### config.mk
export PLATFORM = sky130hd
export DESIGN_NAME = down_counter_timer_flat
export DESIGN_NICKNAME = d
export VERILOG_FILES = /design/src/rtl/down_counter_timer_if.sv /design/src/rtl/down_counter_timer.sv /design/src/flat_wrapper.sv
export SDC_FILE = /design/constraint.sdc
export NUM_CORES = 1
export LEC_CHECK = 0
export ABC_AREA = 1
export BUFFER_PORTS_ARGS = -buffer_cell sky130_fd_sc_hd__buf_4
export CAP_MARGIN = 20
export CORE_UTILIZATION = 29
export DETAILED_ROUTE_END_ITERATION = 8
export PLACE_DENSITY_LB_ADDON = 0.12
export SLEW_MARGIN = 20
export SYNTH_ARGS = -nofsm -noshare
export SYNTH_HDL_FRONTEND = slang
export SYNTH_SLANG_ARGS = --single-unit
### constraint.sdc
create_clock -name clk -period 2.6 [get_ports clk]
set_input_delay 0.52 -clock clk [delete_from_list [all_inputs] [get_ports clk]]
set_output_delay 0.52 -clock clk [all_outputs]
set_load 0.03 [all_outputs]
### src/rtl/down_counter_timer_if.sv
// Control/status bundle for down_counter_timer.
// master = the block driving the timer controls, slave = the timer itself.
// Optional done_count status exists only when TIMER_DONE_COUNT_EN is defined.
interface down_counter_timer_if #(
   parameter int N = 9
);
   logic         load;
   logic [N-1:0] load_value;
   logic         start;
   logic         stop;
   logic         pause;
   logic         auto_reload;
   logic [N-1:0] count;
   logic         busy;
   logic         done;
`ifdef TIMER_DONE_COUNT_EN
   logic [15:0]  done_count;
`endif

   modport master (
      output load, load_value, start, stop, pause, auto_reload,
      input  count, busy, done
`ifdef TIMER_DONE_COUNT_EN
      , input done_count
`endif
   );

   modport slave (
      input  load, load_value, start, stop, pause, auto_reload,
      output count, busy, done
`ifdef TIMER_DONE_COUNT_EN
      , output done_count
`endif
   );
endinterface

### src/rtl/down_counter_timer.sv
// Loadable N-bit down-counter timer: start/stop/pause, one-cycle done pulse on
// terminal count, optional auto-reload from the last loaded interval.
// Optional feature macro: TIMER_DONE_COUNT_EN adds a saturating 16-bit count of
// done pulses (cleared by rst only).
module down_counter_timer #(
   parameter int N = 9
) (
   input  logic                  clk,
   input  logic                  rst,
   down_counter_timer_if.slave   bus
);

   typedef enum logic {S_IDLE, S_RUN} state_t;

   state_t       state_q, state_d;
   logic [N-1:0] count_q, count_d;
   logic [N-1:0] reload_q, reload_d;
   logic         done_q, done_d;
   logic [N-1:0] start_val;

   // Next-state / next-count: IDLE handles load/start, RUN handles stop > pause > decrement.
   always_comb begin
      state_d   = state_q;
      count_d   = count_q;
      reload_d  = reload_q;
      done_d    = 1'b0;
      start_val = bus.load ? bus.load_value : count_q;
      case (state_q)
         S_IDLE: begin
            if (bus.load) begin
               reload_d = bus.load_value;
               count_d  = bus.load_value;
            end
            if (bus.start) begin
               if (start_val != '0) begin
                  state_d = S_RUN;
                  count_d = start_val;
               end else begin
                  // zero-length interval completes immediately
                  done_d = 1'b1;
               end
            end
         end
         S_RUN: begin
            if (bus.stop) begin
               state_d = S_IDLE;
            end else if (bus.pause) begin
               state_d = S_RUN;
            end else if (count_q == N'(1)) begin
               done_d = 1'b1;
               // a zero reload value would loop with no interval, so it ends the run
               if (bus.auto_reload && (reload_q != '0)) begin
                  count_d = reload_q;
               end else begin
                  count_d = '0;
                  state_d = S_IDLE;
               end
            end else if (count_q == '0) begin
               // unreachable in normal use; never wrap below zero
               state_d = S_IDLE;
            end else begin
               count_d = count_q - N'(1);
            end
         end
         default: state_d = S_IDLE;
      endcase
   end

   // State, count, reload and done registers with synchronous reset.
   always_ff @(posedge clk) begin
      if (rst) begin
         state_q  <= S_IDLE;
         count_q  <= '0;
         reload_q <= '0;
         done_q   <= 1'b0;
      end else begin
         state_q  <= state_d;
         count_q  <= count_d;
         reload_q <= reload_d;
         done_q   <= done_d;
      end
   end

   assign bus.count = count_q;
   assign bus.busy  = (state_q == S_RUN);
   assign bus.done  = done_q;

`ifdef TIMER_DONE_COUNT_EN
   logic [15:0] done_cnt_q, done_cnt_d;

   // Count done pulses on the same edge that raises done; saturate at all-ones.
   always_comb begin
      done_cnt_d = done_cnt_q;
      if (done_d && (done_cnt_q != 16'hFFFF)) done_cnt_d = done_cnt_q + 16'd1;
   end

   // Done-pulse counter register; only rst clears it.
   always_ff @(posedge clk) begin
      if (rst) done_cnt_q <= '0;
      else     done_cnt_q <= done_cnt_d;
   end

   assign bus.done_count = done_cnt_q;
`endif

endmodule
### src/flat_wrapper.sv
// flat-port wrapper written by rule: the top's interface ports become plain ports
module down_counter_timer_flat 
#(
   parameter int N = 9
)
  (clk, rst, bus_load, bus_load_value, bus_start, bus_stop, bus_pause, bus_auto_reload, bus_count, bus_busy, bus_done);
  down_counter_timer_if #(.N(N)) bus_i ();
  input  logic clk;
  input  logic rst;
  input wire logic [$bits(bus_i.load)-1:0] bus_load;
  input wire logic [$bits(bus_i.load_value)-1:0] bus_load_value;
  input wire logic [$bits(bus_i.start)-1:0] bus_start;
  input wire logic [$bits(bus_i.stop)-1:0] bus_stop;
  input wire logic [$bits(bus_i.pause)-1:0] bus_pause;
  input wire logic [$bits(bus_i.auto_reload)-1:0] bus_auto_reload;
  output wire logic [$bits(bus_i.count)-1:0] bus_count;
  output wire logic [$bits(bus_i.busy)-1:0] bus_busy;
  output wire logic [$bits(bus_i.done)-1:0] bus_done;
  assign bus_i.load = bus_load;
  assign bus_i.load_value = bus_load_value;
  assign bus_i.start = bus_start;
  assign bus_i.stop = bus_stop;
  assign bus_i.pause = bus_pause;
  assign bus_i.auto_reload = bus_auto_reload;
  assign bus_count = bus_i.count;
  assign bus_busy = bus_i.busy;
  assign bus_done = bus_i.done;
  down_counter_timer #(.N(N)) u_core (.clk(clk), .rst(rst), .bus(bus_i));
endmodule
-- Yosys cells after proc, flatten, opt, wreduce, memory -nomap -nowiden
Index checks and enable logic that the tools add are counted.
- input port bits: 16
- output and inout port bits: 11
- logic and storage cells: 37
- register bits after elaboration: 20
- $add $sub $neg: 1
- bitwise logic cells: 1
- equal/unequal tests: 4
- multiplexer cells: 21
- reductions and logical operators: 6
- operator list (cell ; count):
    two-way mux 9 bit ; 6
    case mux 9 bit (2 select lines) ; 1
    nonzero test 9 bit ; 2
    two-way mux 1 bit ; 12
    equality test 9 x 1 -> 1 bit, second input constant ; 1
    zero test 9 bit ; 1
    subtractor 9 x 1 -> 9 bit, second input constant ; 1
    inequality test 2 bit, second input constant ; 2
    case mux 1 bit (2 select lines) ; 2
    inequality test 3 bit, second input constant ; 1
    AND reduction 3 bit ; 1
    AND reduction 2 bit ; 1
    logical AND 1 bit ; 1
    inverter 1 bit ; 1

-- Logic depth before layout (Yosys ltp)
Gate-level depths: netlist of the first run.
- depth in word-level cells: 7
- mapped depth: 12
- mapped depth without buffers: 12

-- Least setup slack after synthesis of the first run
OpenSTA, ideal clock, no wires.
- kind: reg-to-reg
- from: reg u_core.count_q[1], in the netlist u_core.bus.count[1]
- to: reg u_core.count_q[6], in the netlist u_core.bus.count[6]
- arrival time: 1552 ps
- library setup time: 126 ps
- required time: 2474 ps
- stages on the path, launching flop included: 11
- buffers on the path: 0
- slack: 922 ps
- period minus slack after synthesis: 1678 ps
- cells stage by stage: dfxtp_1 > inv_1 > ha_1 > nor2_1 > nand3_4 > nand2_4 > clkinv_2 > nand2_1 > nor2_1 > nor2_1 > nor2_1
- longest elaborated chain between the ends: 6
- elaborated cells on any way between the ends: 10
- classes of those cells: add/sub (1); eq/ne (2); mux (5); reduce/logical (2)
- ends and longest elaborated chain (item ; RTL line ; source):
    start, declared ; down_counter_timer.sv:16 ; logic [N-1:0] count_q, count_d;
    start signal, assigned ; down_counter_timer.sv:78 ; count_q <= count_d;
    subtractor 9 x 1 -> 9 bit ; down_counter_timer.sv:62 ; count_d = count_q - N'(1);
    two-way mux 9 bit ; down_counter_timer.sv:58 ; end else if (count_q == '0) begin
    two-way mux 9 bit ; down_counter_timer.sv:49 ; end else if (count_q == N'(1)) begin
    two-way mux 9 bit ; down_counter_timer.sv:47 ; end else if (bus.pause) begin
    two-way mux 9 bit ; down_counter_timer.sv:45 ; if (bus.stop) begin
    case mux 9 bit (2 select lines) ; down_counter_timer.sv:28 ; case (state_q)
Several ways; a longest one is shown, not always the timed one. The select of a mux whose other input is x is not followed.
A chain may end at the register's enable or synchronous reset.

-- Final worst setup path of the first run
Same ends and word-level chain as after synthesis.

==> out/metrics.yaml, run 1 <==
status:
  outcome: "finished clean"
pwr:
  p_leak_nw: 0.785
  clkPwrFrac_pct: 31.5
  netSwitchingPower_mw: 0.366
  pwr-share-comb_pct: 33.0
  netSwitchingFraction_pct: 35.5
  power.internal_mw: 0.664
  p_seq_share_pct: 35.5
  cellPowerDensity_nw_per_um2: 587
  ir_drop_v: 0.000269
global_routing:
  grt_max_degree: 18
  overflow: 0
  grt_pass1_vias: 1333
  grt_first_pass_wirelength_mm: 6.56
  grtUsageTotal_pct: 16.7
  antenna_found_initial: 0
layout:
  nFillCells: 541
  final_util_pct: 36.9
  nets: 266
  design_area_um2: 1750
  multi_input_area_um2: 900
  final_layout_size_suffix_gt1_share_pct: 24.4
  synthToLayoutAreaGrowth_pct: 21.3
  ff_latch_area_um2: 400
  n_antenna_cell: 0
logic_synthesis:
  yosys.area_share.adder_pct: 2.60
  synth_largest_area_cell: "dfxtp_1"
  synth_area_um2: 1450
  synth_common_cells: "nand2_1, nor2_1, inv_1"
  ys_seq_area_share_pct: 27.7
  synth_ff_type: "dfxtp_1"
  synth-xor-area-share_pct: 1.82
  synthCells: 222
  synth-seq-cells: 20
  synth_area_leaders: "dfxtp_1, nand2_1, nor2_1, a21oi_1, o21ai_0"
  ys_types: 33
  synth_top_family_by_area: "simple AND/OR/NAND/NOR gates"
  synth-compound-area-share_pct: 16.6
  ys_warn_count: 0
  synth_top_area_share_pct: 27.7
  syn-num-nets: 241
  avgSynthCellArea_um2: 6.51
  synthArstFlopShare_pct: 0
  yosys-mux-area-fraction_pct: 0
  synth-simple-area-share_pct: 41.2
  synth_most_common_cell: "nand2_1"
  synth-edff-count: 0
clock_tree:
  cts_sinks: 20
  htreeDepth: 1
  cts_buffer_depth: 2
  cts_root_buf: "clkbuf_8"
  clkTransAtPathRegs_ns: 0.09
  cts_inserted_buffers: 3
  cts_resized: 0
  cts_tree: "yes"
  clk_latency_ns: 0.27
  hold_buffers: 0
  post_cts_buffers: 0
place:
  place_area_um2: 1680
  hpwl_mm: 3.35
  io_buffers: 26
  gp_congestion: 0.837
floorplanning:
  core_um2: 4750
  dieArea_um2: 5270
  initial_core_util_pct: 30.4
  placementRows: 25
  die_height_um: 72.6
  ios: 27
  dieWidth_um: 72.6
route:
  drt_pre_antenna_iters: 5
  drtIter0Drc: 98
  vias: 1432
  remaining_drc_errors: 0
  ant_nets: 0
  via_per_inst: 4.58
  wirelength_mm: 4.11
  wl_per_cell_um: 13.1
worst_hold_path:
  min_path_type: "primary input to flop"
  min-delay-start: "bus_load_value[4]"
timing:
  clock_skew_ns: 0.00696
  fin_setup_tns_ns: 0
  hold_viol_final: 0
  max-slew-margin-rel_pct: 74.0
  finalSetupViolCount: 0
  max_freq_mhz: 579
  period_needed_ns: 1.73
  worstMarginPinSlew_ns: 0.389
  slew_violations: 0
  period_share_pct: 66.4
  rsz0062_at_grt: "no"
setup_path:
  critPathCapture: "u_core.bus.count[6]"
  worst-endpoint-arrival_ns: 1.94
  reg2regPathDepth: 12
  r2r-start: "u_core.bus.count[1]"
  worstSetupStartpoint: "u_core.bus.count[1]"
  criticalPathCategory: "flop to flop"
  start_kind: "flop"
  r2r_end: "u_core.bus.count[6]"
  endpoint_kind: "flop"
  cp.required_ns: 2.81
  r2r_setup_slack_ns: 0.87
  cp_max_fo: 6
flow_run:
  max_cap_violations: 0
kinds of logic after synthesis:
logic type,count (synthesis)
buffers and inverters,33
AOI/OAI and AO/OA,43
adders and majority gates,3
DFF,20
xor gates and xnor gates,3
and+or+nand+nor,120
cells in the final DEF (no fill, tap or decap):
cell type  count
nor3_1         3
bufinv_16      1
inv_1         21
nand4_1        3
nor3_4         1
nand2_4        2
nor2_2         3
nand2_1       48
a21oi_4        1
xnor2_1        1
nand3_2        2
buf_4         26
o21ai_2        1
a21oi_1       17
or2_1          1
dfxtp_1       20
nand2_2        5
o21ai_0       17
o211ai_1       2
o21ai_1        3
nand3_4        1
clkinv_2       1
or2_2          4
ha_1           3
a211oi_1       2
clkbuf_8       3
nand3_1       15
inv_2          5
nor2_4         3
nor2_1        28
nor3_2         1
xor2_1         2
stage by stage:
| stage | instances | power (mW) | worst slack (ns) | hold WS (ns) |
|---|---|---|---|---|
| CTS | 313 | 1.04 | 0.912 | 0.483 |
| finish | 313 | 1.03 | 0.874 | 0.483 |
| detailed placement | 309 | 0.713 | 0.948 | 0.482 |
| floorplan | 222 | 0.617 | 0.922 | 0.435 |
| global placement | 309 | 0.717 | 0.886 | 0.483 |
| global route | 313 | 1.09 | 0.724 | 0.498 |
worst max-delay path: stages, from the launching register on:
cell and delay, ns:
dfxtp_1 0.32, inv_1 0.16, ha_1 0.24, inv_1 0.09, nor2_1 0.09, nand2_1 0.07
nor2_2 0.21, inv_2 0.10, nand3_1 0.09, o21ai_1 0.07, nor2_1 0.10, nor2_1 0.05
nor2_1 0.07
how the worst min path moves through the flow:
stage | endpoint | slack (ns) | depth (start not counted)
detailed placement | u_core.reload_q[2] | 0.48 | 2
CTS | u_core.reload_q[6] | 0.48 | 3
finish | u_core.reload_q[4] | 0.48 | 3
global route | u_core.reload_q[4] | 0.50 | 3
global placement | u_core.reload_q[7] | 0.48 | 2
floorplan | u_core.bus.count[0] | 0.44 | 2
flip-flops by register name (all words and copies together) (netlist names):
register and count:
u_core.bus.count 9, u_core.reload_q 9, u_core.bus.busy 1, u_core.bus.done 1
cell type report:
type                            count  area share (%)
Multi-Input combinational cell    169            51.3
Sequential cell                    20            22.8
Timing Repair Buffer               26            11.1
Inverter                           27            5.85
Tap cell                           67            4.78
Clock buffer                        3            2.36
Clock inverter                      1            1.71
power groups by stage:
stage | clock [mW] | sequential [mW] | combinational, mW
2_1_floorplan | 0 | 0.391 | 0.225
3_3_place_gp | 0 | 0.374 | 0.344
3_5_place_dp | 0 | 0.373 | 0.340
4_1_cts | 0.333 | 0.366 | 0.342
5_1_grt | 0.341 | 0.370 | 0.380
6_report | 0.324 | 0.366 | 0.340
routing by layer:
metal	wire length, um	up-vias	GRT usage [%]
met5	0	-	0
met4	38	0	3.92
met3	136	4	3.31
met2	1950	27	27.9
met1	1990	632	22.0
li1	-	769	-
(Power assumes the default switching activity.)
==> inputs of run 2 (changes only) <==
--- a/config.mk
+++ b/config.mk
@@ -5,7 +5,7 @@
 export SDC_FILE = /design/constraint.sdc
 export NUM_CORES = 1
 export LEC_CHECK = 0
-export ABC_AREA = 1
+export ABC_AREA = 0
 export BUFFER_PORTS_ARGS = -buffer_cell sky130_fd_sc_hd__buf_4
 export CAP_MARGIN = 20
 export CORE_UTILIZATION = 29
==> constraint.sdc (replaced) <==
create_clock -name clk -period 1.6 [get_ports clk]
set_input_delay 0.32 -clock clk [delete_from_list [all_inputs] [get_ports clk]]
set_output_delay 0.32 -clock clk [all_outputs]
set_load 0.03 [all_outputs]
==> out/metrics.yaml, run 2 <==
status:
  outcome: "finished, violations left"
  violations: "setup timing"
pwr:
  ir_drop_v: 0.000402
  p_leak_nw: 0.799
  total_power_mw: 1.85
  cellPowerDensity_nw_per_um2: 946
timing:
  clock_skew_ns: 0.00710
  rsz0062_at_grt: "yes"
  max_freq_mhz: 570
  worstMarginPinSlew_ns: 0.442
  slew_violations: 0
  period_share_pct: 110
  holdWs_ns: 0.280
  fin_ws_ns: -0.155
  hold_viol_final: 0
  max-slew-margin-rel_pct: 70.4
  finalSetupViolCount: 11
  period_needed_ns: 1.75
setup_path:
  start_kind: "flop"
  r2r_end: "u_core.bus.count[3]"
  worst-endpoint-arrival_ns: 1.89
  cp.required_ns: 1.74
  endpoint_kind: "flop"
  cp_max_fo: 3
  r2r-start: "u_core.bus.count[7]"
  r2r_setup_slack_ns: -0.15
  criticalPathCategory: "flop to flop"
  reg2regPathDepth: 6
logic_synthesis:
  synth_ff_type: "dfxtp_1"
  synth_largest_area_cell: "dfxtp_1"
  synth_area_leaders: "dfxtp_1, nand2_1, nor2_1, a21oi_1, nor4_1"
  synth-edff-count: 0
  synth-seq-cells: 20
  syn-num-nets: 173
  synth_top_area_share_pct: 33.0
  synthArstFlopShare_pct: 0
  synth_most_common_cell: "nand2_1"
  synthCells: 154
  ys_warn_count: 0
  synth_area_um2: 1210
  avgSynthCellArea_um2: 7.89
  ys_seq_area_share_pct: 33.0
  synth_common_cells: "nand2_1, dfxtp_1, nor2_1"
  ys_types: 42
clock_tree:
  cts_tree: "yes"
  cts_buffer_depth: 2
  clk_latency_ns: 0.26
  clkTransAtPathRegs_ns: 0.08
  cts_inserted_buffers: 3
  htreeDepth: 1
  cts_sinks: 20
  cts_root_buf: "clkbuf_8"
place:
  post-place-ws_ns: -0.214
  gp_congestion: 0.842
  dp.cells: 255
  hpwl_mm: 3.11
  io_buffers: 26
route:
  drtIter0Drc: 101
  wl_per_cell_um: 15.5
  ant_nets: 0
  wirelength_mm: 4.07
  vias: 1410
  drt_pre_antenna_iters: 4
  via_per_inst: 5.38
  remaining_drc_errors: 0
global_routing:
  gr-usage-met1_pct: 26.7
  grt_max_degree: 22
  grt_util_met3_pct: 2.91
  antenna_found_initial: 0
  grtUsageTotal_pct: 19.5
  grt_use_met2_pct: 30.9
  overflow: 0
  grt.busiest_layer: "met2"
  grt_first_pass_wirelength_mm: 6.45
  grt_pass1_vias: 1322
worst_hold_path:
  min_path_type: "primary input to flop"
  min-delay-start: "bus_stop"
  holdPathEnd: "u_core.bus.busy"
  hold_path_depth: 2
floorplanning:
  dieArea_um2: 4450
  core_um2: 4000
  die_height_um: 66.7
  dieWidth_um: 66.7
  placementRows: 23
  initial_core_util_pct: 30.4
  ios: 27
layout:
  final_cell_mix: "buf_4, nand2_1, nor2_1"
  synthToLayoutAreaGrowth_pct: 60.9
  n_antenna_cell: 0
  final_common_cell: "buf_4"
  nFillCells: 397
  nets: 232
  stdcell_count: 262
  final_layout_size_suffix_gt1_share_pct: 47.2
flow_run:
  max_cap_violations: 0
-- run 2: cells by family after synthesis --
kind of cell	synth area share [%]
simple gates	32.9
compound gates	25.1
flops	33.0
buf+inv	3.81
xor+xnor	2.16
fa+ha+maj	3.09
-- run 2: worst max path at each step --
stage / from / endpoint / slack [ns] / depth (start not counted)
floorplan: u_core.bus.count[4] / u_core.bus.count[7] / -0.17 / 6
global placement: u_core.bus.count[0] / u_core.bus.count[1] / -0.16 / 6
detailed placement: u_core.bus.count[1] / u_core.bus.count[3] / -0.21 / 7
CTS: u_core.bus.count[1] / u_core.bus.count[3] / -0.15 / 7
global route: u_core.bus.count[1] / u_core.bus.count[3] / -0.24 / 7
finish: u_core.bus.count[7] / u_core.bus.count[3] / -0.15 / 6
-- run 2: power breakdown --
| part | switching [mW] | internal [mW] |
|---|---|---|
| logic | 0.410 | 0.388 |
| registers | 0.0573 | 0.546 |
| clock network | 0.176 | 0.271 |
-- run 2: worst max-delay path, stage by stage (launching register included) --
cell and delay, ns:
dfxtp_2 0.33, buf_6 0.11, nor4_4 0.31, nand4b_1 0.28, buf_4 0.23, a211oi_1 0.27
nor4_1 0.09
-- run 2: layout make-up --
class	instances	area (um^2)	area share, %
multi-input combinational	124	917	46.9
timing repair buffer	60	470	24.1
inverter	4	20.0	1.02
tap	50	62.6	3.20
sequential	20	418	21.4
clock buffer	4	66.3	3.39
-- run 2: stage by stage --
stage          area, um^2  setup TNS (ns)  utilization (%)
2_1_floorplan        1270           -1.04                -
3_3_place_gp         1730           -1.46             43.1
3_5_place_dp         1730           -1.53             43.1
4_1_cts              1830           -1.11             45.8
5_1_grt              1950           -2.07             48.9
6_report             1950           -1.19             48.9
-- run 2: timing repair --
action / 4_1_cts / 5_1_grt
resized for setup: 8 / 20
hold buffers: 0 / 0
pin swaps: 7 / 13
endpoints found under the setup margin: 11 / 11
buffers inserted: 0 / 3
-- run 2: layer usage --
metal	share of wire, %	wire length (um)
met5	0	0
met1	46	1870
met4	1.7	70
met3	5.9	242
met2	46	1890
==> inputs of run 3 (changes only) <==
--- a/config.mk
+++ b/config.mk
@@ -7,7 +7,7 @@
 export LEC_CHECK = 0
 export ABC_AREA = 0
 export BUFFER_PORTS_ARGS = -buffer_cell sky130_fd_sc_hd__buf_4
-export CAP_MARGIN = 20
+export CORE_MARGIN = 2
 export CORE_UTILIZATION = 29
 export DETAILED_ROUTE_END_ITERATION = 8
 export PLACE_DENSITY_LB_ADDON = 0.12
==> constraint.sdc (replaced) <==
create_clock -name clk -period 1.55 [get_ports clk]
set_input_delay 0.31 -clock clk [delete_from_list [all_inputs] [get_ports clk]]
set_output_delay 0.31 -clock clk [all_outputs]
set_load 0.03 [all_outputs]
==> out/metrics.yaml, run 3 (synthesis results as in run 2) <==
global_routing:
  antenna_found_initial: 0
  grtUsageTotal_pct: 20.5
  overflow: 0
  grt_first_pass_wirelength_mm: 7.12
  grt_pass1_vias: 1475
  grt_max_degree: 21
timing:
  fin_ws_ns: -0.217
  slew_violations: 0
  max-slew-margin-rel_pct: 71.1
  clock_skew_ns: 0.00242
  period_share_pct: 114
  max_freq_mhz: 566
  rsz0062_at_grt: "yes"
  hold_viol_final: 0
  finalSetupViolCount: 11
  worstMarginPinSlew_ns: 0.430
  period_needed_ns: 1.77
setup_path:
  reg2regPathDepth: 6
  worst-endpoint-arrival_ns: 1.93
  worst-path-buf-inv: 1
  endpoint_kind: "flop"
  criticalPathCategory: "flop to flop"
  cp_slowest_cell: "or4_4"
  r2r_end: "u_core.bus.count[3]"
  start_kind: "flop"
  r2r_setup_slack_ns: -0.22
  cp_max_fo: 6
  critical_path.top_delay_family: "simple AND/OR/NAND/NOR gates"
  r2r-start: "u_core.bus.count[6]"
  critical_path.max_stage_delay_ns: 0.58
  cp_cell_sequence: "or4_4, buf_4, nor2_8, and2_4, a211oi_1, nor4_1"
  cp.required_ns: 1.71
route:
  via_per_inst: 5.25
  vias: 1476
  remaining_drc_errors: 0
  wl_per_cell_um: 15.9
  drtIter0Drc: 62
  wirelength_mm: 4.48
  drt_pre_antenna_iters: 4
  ant_nets: 0
layout:
  ff_latch_area_um2: 420
  multi_input_area_um2: 888
  design_area_um2: 2040
  final_cell_mix: "buf_4, nand2_1, nor2_1"
  synthToLayoutAreaGrowth_pct: 68.0
  final_layout_size_suffix_gt1_share_pct: 50.2
  stdcell_count: 281
  nFillCells: 423
  final_common_cell: "buf_4"
  n_antenna_cell: 0
  final_util_pct: 50.7
  nets: 251
status:
  violations: "setup timing"
  outcome: "finished, violations left"
clock_tree:
  cts_sinks: 20
  htreeDepth: 1
  clk_latency_ns: 0.26
  cts_inserted_buffers: 3
  hold_buffers: 0
  clkTransAtPathRegs_ns: 0.08
  cts_tree: "yes"
  cts_buffer_depth: 2
  cts_root_buf: "clkbuf_8"
worst_hold_path:
  min_path_type: "primary input to flop"
  min-delay-start: "bus_start"
  holdPathEnd: "u_core.bus.done"
  hold_path_depth: 3
floorplanning:
  initial_core_util_pct: 30.2
  dieWidth_um: 68.7
  placementRows: 23
  dieArea_um2: 4720
  ios: 27
  core_um2: 4030
  die_height_um: 68.7
pwr:
  p_leak_nw: 0.875
  total_power_mw: 1.88
  cellPowerDensity_nw_per_um2: 922
  ir_drop_v: 0.000555
place:
  io_buffers: 26
  dp.cells: 273
  post-place-ws_ns: -0.251
  gp_congestion: 0.864
  hpwl_mm: 3.48
  place_area_um2: 1860
flow_run:
  max_cap_violations: 0
-- run 3: per-stage QoR --
step	setup TNS, ns	hold slack (ns)
floorplan	-1.59	0.411
global placement	-1.86	0.473
detailed placement	-2.02	0.473
CTS	-1.82	0.346
global route	-2.55	0.353
finish	-1.78	0.340
-- run 3: layer usage --
layer  vias up  global-route usage (%)  part of all wire (%)
met5         -                       0                     0
li1        730                       -                     -
met4         0                    5.39                  0.76
met2        33                    35.1                    49
met3         4                    2.60                   3.7
met1       709                    27.0                    47
-- run 3: worst max path at each step --
stage | cells past startpoint | end | startpoint | slack [ns]
after floorplan | 6 | u_core.bus.count[7] | u_core.bus.count[4] | -0.22
after global placement | 5 | u_core.bus.busy | u_core.bus.count[6] | -0.26
after detailed placement | 7 | u_core.bus.count[3] | u_core.bus.count[1] | -0.25
after CTS | 7 | u_core.bus.count[6] | u_core.bus.count[1] | -0.20
after global routing | 7 | u_core.bus.count[3] | u_core.bus.count[1] | -0.27
final | 6 | u_core.bus.count[3] | u_core.bus.count[6] | -0.22
-- run 3: area by class of cell --
cell class / instances / share of cell area [%]
well taps: 50 / 3.07
flip-flops and latches: 20 / 20.6
clock buffers: 4 / 2.70
repair buffers: 79 / 29.2
inverters: 4 / 0.858
multi-input cells: 124 / 43.5
-- run 3: where the power goes --
| group | switching, mW | total, mW | internal, mW |
|---|---|---|---|
| Sequential | 0.0532 | 0.617 | 0.564 |
| Clock | 0.180 | 0.406 | 0.226 |
| Combinational | 0.435 | 0.859 | 0.424 |
| Total | 0.668 | 1.88 | 1.21 |
-- run 3: tightest hold or removal path: stages --
cell	delay (ns)
buf_4	0.08
a32oi_1	0.09
nor2_1	0.08
-- run 3: repair_timing --
action | CTS | global route
pin swaps | 5 | 5
resized for setup | 5 | 17
endpoints found under the setup margin | 11 | 11
buffers inserted | 2 | 3
